[src/rtl/mseq_transmitter.sv]
// PN chip transmitter: Fibonacci LFSR m-sequence sent serially for reps periods.
// Ports: clk/nRst, start/stop/seed/reps in; chip stream, strobes, status, code_word out.
module mseq_transmitter #(
  parameter int LFSR_LEN = 3,
  parameter logic [LFSR_LEN-1:0] TAPS = 3'b110,
  parameter int CHIP_DIV = 1,
  parameter int REPS_W = 4,
  localparam int P = 2**LFSR_LEN - 1
) (
  input  logic                clk,
  input  logic                nRst,
  input  logic                start,
  input  logic                stop,
  input  logic [LFSR_LEN-1:0] seed,
  input  logic [REPS_W-1:0]   reps,
  output logic                chip_out,
  output logic                chip_strobe,
  output logic                frame_start,
  output logic                busy,
  output logic                done,
  output logic                seed_err,
  output logic [P-1:0]        code_word
);

  localparam int DIV_W = (CHIP_DIV > 1) ? $clog2(CHIP_DIV) : 1;
  localparam logic [DIV_W-1:0] DIV_LAST = DIV_W'(CHIP_DIV - 1);
  localparam logic [LFSR_LEN-1:0] CHIP_LAST = LFSR_LEN'(P - 1);

  typedef enum logic [1:0] {
    IDLE,
    RUN,
    DONE
  } state_t;

  state_t state;
  state_t state_nxt;

  logic [LFSR_LEN-1:0] lfsr;
  logic [LFSR_LEN-1:0] chip;
  logic [DIV_W-1:0]    div;
  logic [REPS_W-1:0]   rep_cnt;
  logic [P-1:0]        code_sr;

  logic fb;
  logic cur;
  logic go;
  logic chip_end;
  logic per_end;
  logic last_per;

  assign fb  = ^(lfsr & TAPS);
  assign cur = lfsr[LFSR_LEN-1];
  assign go  = (state == IDLE) && start && (seed != '0);

  assign chip_end = (state == RUN) && (div == DIV_LAST);
  assign per_end  = chip_end && (chip == CHIP_LAST);
  // rep_cnt==0 means continuous, so only a count of 1 ends the run
  assign last_per = per_end && (rep_cnt == REPS_W'(1));

  always_ff @(posedge clk or negedge nRst) begin
    if (!nRst) state <= IDLE;
    else       state <= state_nxt;
  end

  always_comb begin
    state_nxt = state;
    busy      = 1'b0;
    done      = 1'b0;
    unique case (state)
      IDLE: begin
        if (go) state_nxt = RUN;
      end
      RUN: begin
        busy = 1'b1;
        if (stop)          state_nxt = IDLE;
        else if (last_per) state_nxt = DONE;
      end
      DONE: begin
        done      = 1'b1;
        state_nxt = IDLE;
      end
      default: state_nxt = IDLE;
    endcase
  end

  assign chip_out    = busy & cur;
  assign chip_strobe = busy & (div == '0);
  assign frame_start = chip_strobe & (chip == '0);

  always_ff @(posedge clk or negedge nRst) begin
    if (!nRst) begin
      lfsr      <= '0;
      chip      <= '0;
      div       <= '0;
      rep_cnt   <= '0;
      code_sr   <= '0;
      code_word <= '0;
      seed_err  <= 1'b0;
    end else begin
      seed_err <= (state == IDLE) && start && (seed == '0);
      if (go) begin
        lfsr    <= seed;
        rep_cnt <= reps;
        div     <= '0;
        chip    <= '0;
      end else if (state == RUN && !stop) begin
        if (chip_end) begin
          div     <= '0;
          lfsr    <= {lfsr[LFSR_LEN-2:0], fb};
          code_sr <= {code_sr[P-2:0], cur};
          if (per_end) begin
            chip      <= '0;
            code_word <= {code_sr[P-2:0], cur};
            if (rep_cnt != '0)
              rep_cnt <= rep_cnt - 1'b1;
          end else begin
            chip <= chip + 1'b1;
          end
        end else begin
          div <= div + 1'b1;
        end
      end
    end
  end

endmodule
[config.mk]
export PLATFORM = sky130hd
export DESIGN_NAME = mseq_transmitter
export DESIGN_NICKNAME = d
export VERILOG_FILES = /design/src/rtl/mseq_transmitter.sv
export SDC_FILE = /design/constraint.sdc
export NUM_CORES = 1
export LEC_CHECK = 0
export BUFFER_PORTS_ARGS = -buffer_cell sky130_fd_sc_hd__buf_4
export CAP_MARGIN = 20
export CORE_MARGIN = 2
export CORE_UTILIZATION = 38
export DETAILED_ROUTE_END_ITERATION = 10
export GPL_TIMING_DRIVEN = 1
export PLACE_DENSITY = 0.68
export RECOVER_POWER = 25
export SLEW_MARGIN = 20
export SYNTH_ARGS = -nofsm -noshare
export SYNTH_HDL_FRONTEND = slang
export SYNTH_SLANG_ARGS = --single-unit
[constraint.sdc]
create_clock -name clk -period 2.25 [get_ports clk]
set_clock_uncertainty 0.15 [all_clocks]
set_input_delay 0 -clock clk [delete_from_list [all_inputs] [get_ports clk]]
set_output_delay 0 -clock clk [all_outputs]
set_load 0.1 [all_outputs]
==> metrics.md <==
| Metric | Value |
|---|---|
| Status | `completed` |
| Total Wirelength | `2.95 mm` |
| Crit-path cells | `dlygate4sd3_1 > buf_4 > o31ai_1 > dlygate4sd3_1 > o21ai_0` |
| Antenna-violating nets left | `0` |
| CTS Root Cell | `clkbuf_4` |
| Adder-cell share of the synthesized area | `0.0571` |
| Seq cells post-synth | `27` |
| Vias | `1119` |
| Commonest non-fill, non-tap cell in the layout | `nand2_1` |
| Total GRT Usage | `0.164` |
| Worst skew pair latency | `320 ps` |
| CTS tree | `done` |
| Initial antenna violation count | `0` |
| Min-delay worst type | `in2reg` |
| M3 GR Usage | `0.0234` |
| Final Setup Violations | `0` |
| Maximum vdd drop | `400 uV` |
| I/O pin count | `24` |
| Most common cell on crit path | `dlygate4sd3_1` |
| Fin crit period | `2130 ps` |
| DRC viols | `0` |
| # diodes | `0` |
| CP Launch Type | `primary input` |
| Worst Path Class, Setup | `in2reg` |
| Multiplexer share of the synthesized area | `0` |
| Core Box Area | `3340 sq um` |
| Final period utilization | `0.947` |
| Worst setup EP type | `register` |
| Detailed Place HPWL | `2.03 mm` |
| Nets@finish | `198` |
| CP max-delay cell | `o31ai_1` |
| Reg clk slew, reported paths | `160 ps` |
| Chip Width | `62.8 um` |
| Largest family of logic cells by synthesized area | `simple AND/OR/NAND/NOR gates` |
| DRT iter0 DRCs | `31` |
| Ys Warns | `0` |
| RSZ-0062 raised after global routing | `no` |
| First-pass iteration count of the detailed router | `4` |
| Slew HR | `0.420` |
| H-tree depth | `1` |
| Worst-Margin Slew | `862 ps` |
| Die Area | `3950 sq um` |
| Fmax | `0.469 GHz` |
| CP Data Arrival Time | `2210 ps` |
| CTS max path bufs | `2` |
| Pre-CTS setup slack | `308 ps` |
| Compound-Gate Fraction of Synth Area | `0.120` |
| Sequential element share of the synthesized area | `0.514` |
| Global-route wire length before repair | `5.24 mm` |
| EDFF count, synth | `0` |
| Xor/xnor share of the synthesized area | `0.0200` |
| Routed wire per std cell | `13.0 um` |
| Area growth from synthesis to layout | `31.7%` |
| Routing usage on met1 | `0.209` |
| Row count | `21` |
| Initial Util | `0.394` |
| Pwr dens | `854 nW/um^2` |
| R2R Setup Slk | `150 ps` |
| Met2 GRT Util | `0.285` |
| Syn nets | `158` |
| Setup TNS | `0 ps` |
| Vias in the first global route | `1134` |
| Slack of the critical path | `118 ps` |
| I/O Buffers | `23` |
| TritonCTS buffer count | `3` |
| Clk sinks | `27` |
| Share of cells above drive strength 1 | `0.211` |
| Simple-gate portion of the synthesized area | `0.253` |
| Fin. Hold Viols | `0` |
| Gr busiest metal | `met2` |
| Cells after Synth | `141` |
| Commonest cells after routing, fill and taps aside | `48 x nand2_1, 27 x dfrtp_1, 25 x buf_4, 12 x dlygate4sd3_1, 7 x inv_1` |
| Fraction of registers with async set/reset | `1.00` |
| Worst Path Max Fanout | `7` |
| Final Wtd Congestion | `0.810` |
| Vias per Instance | `4.95` |
| CP max stage delay | `740 ps` |
| Final core utilization | `0.519` |
| LEAKAGE | `0.859 nW` |
| Slew Viols, Final | `0` |
| MaxCap Viol Count | `0` |
| Synth cell types | `35` |
| Total gr overflow | `0` |
| Die height | `62.8 um` |
| Largest net degree at the start of global routing | `28` |
| Mapped Area | `1320 sq um` |
| Ys flop type | `dfrtp_1` |
| CP required | `2320 ps` |
| Syn_area_per_cell | `9.33 sq um` |
area by class of cell:
type	instances	area, sq um
fillers	318	1610
flip-flops and latches	27	676
multi-input cells	103	622
repair buffers	39	320
well taps	46	57.6
inverters	7	26.3
clock buffers	3	22.5
clock inverters	1	7.51
routing by layer:
metal	share of wire	wire (um)
met1	0.46	1360
met2	0.49	1450
met3	0.029	86
met4	0.016	48
met5	0	0
power breakdown:
group,switching [mW],internal (mW)
clock,0.152,0.0679
sequential,0.0937,0.594
combinational,0.369,0.202
total,0.616,0.864
sequential cells by signal, summed over array words and instances, names as in the netlist:
name	cells
state	2
div	1
chip	3
seed_err	1
code_sr	6
code_word	7
lfsr	3
rep_cnt	4
per-stage QoR:
step                instances  hold slack, ps  cell area, sq um  total power, mW
finish                    226            79.5              1730             1.48
global placement          209            -221              1570             1.23
CTS                       226            87.5              1740             1.48
detailed placement        209            -215              1570             1.25
floorplan                 141            -446              1330             1.11
global route              226            80.6              1730             1.58
worst max-delay path, delay by kind of cell:
kind	cells	cell delay (ps)
buffers and inverters	3	1380
AOI/OAI and AO/OA	2	830
synthesized netlist by cell type, drive strengths merged, types with 2 or more instances:
library cell  number  share of area
nor2b              2         0.0095
xnor2              2          0.013
buf                3          0.013
a211oi             2          0.021
inv                7          0.020
dfrtp             27           0.51
nor4b              2          0.013
and3               2         0.0095
a21oi              3          0.011
a31oi              2         0.0095
nor2               6          0.017
nand3b             2          0.011
nor3b              2          0.011
nand2             48           0.14
ha                 6          0.057
a2bb2oi            2          0.013
nand2b             2         0.0095
o21ai              7          0.027
path summary, 6_finish.rpt:
check / start / cells past startpoint / endpoint
min reg2reg: code_word[1] / 2 / code_word[1]
max: seed[1] / 5 / state[0]
min: start / 5 / lfsr[0]
max reg2reg: state[1] / 5 / state[0]
min in group asynchronous: nRst / 4 / rep_cnt[1]
max in group asynchronous: nRst / 4 / code_word[5]
kinds of logic (layout without fill, tap and decap cells):
logic type	after synthesis	count (layout)
AOI/OAI and AO/OA	22	22
xor gates and xnor gates	3	3
adders and majority gates	6	6
buffers and inverters	11	50
DFF	27	27
and+or+nand+nor	72	72
what timing repair did:
action / 4_1_cts / 5_1_grt
hold buffers: 13 / 0
hold endpoints to repair: 44 / 0
resized for setup: 0 / 1
endpoints found under the setup margin: 0 / 2
buffers inserted: 0 / 0
No activity file was read; power rests on OpenSTA's default activity.
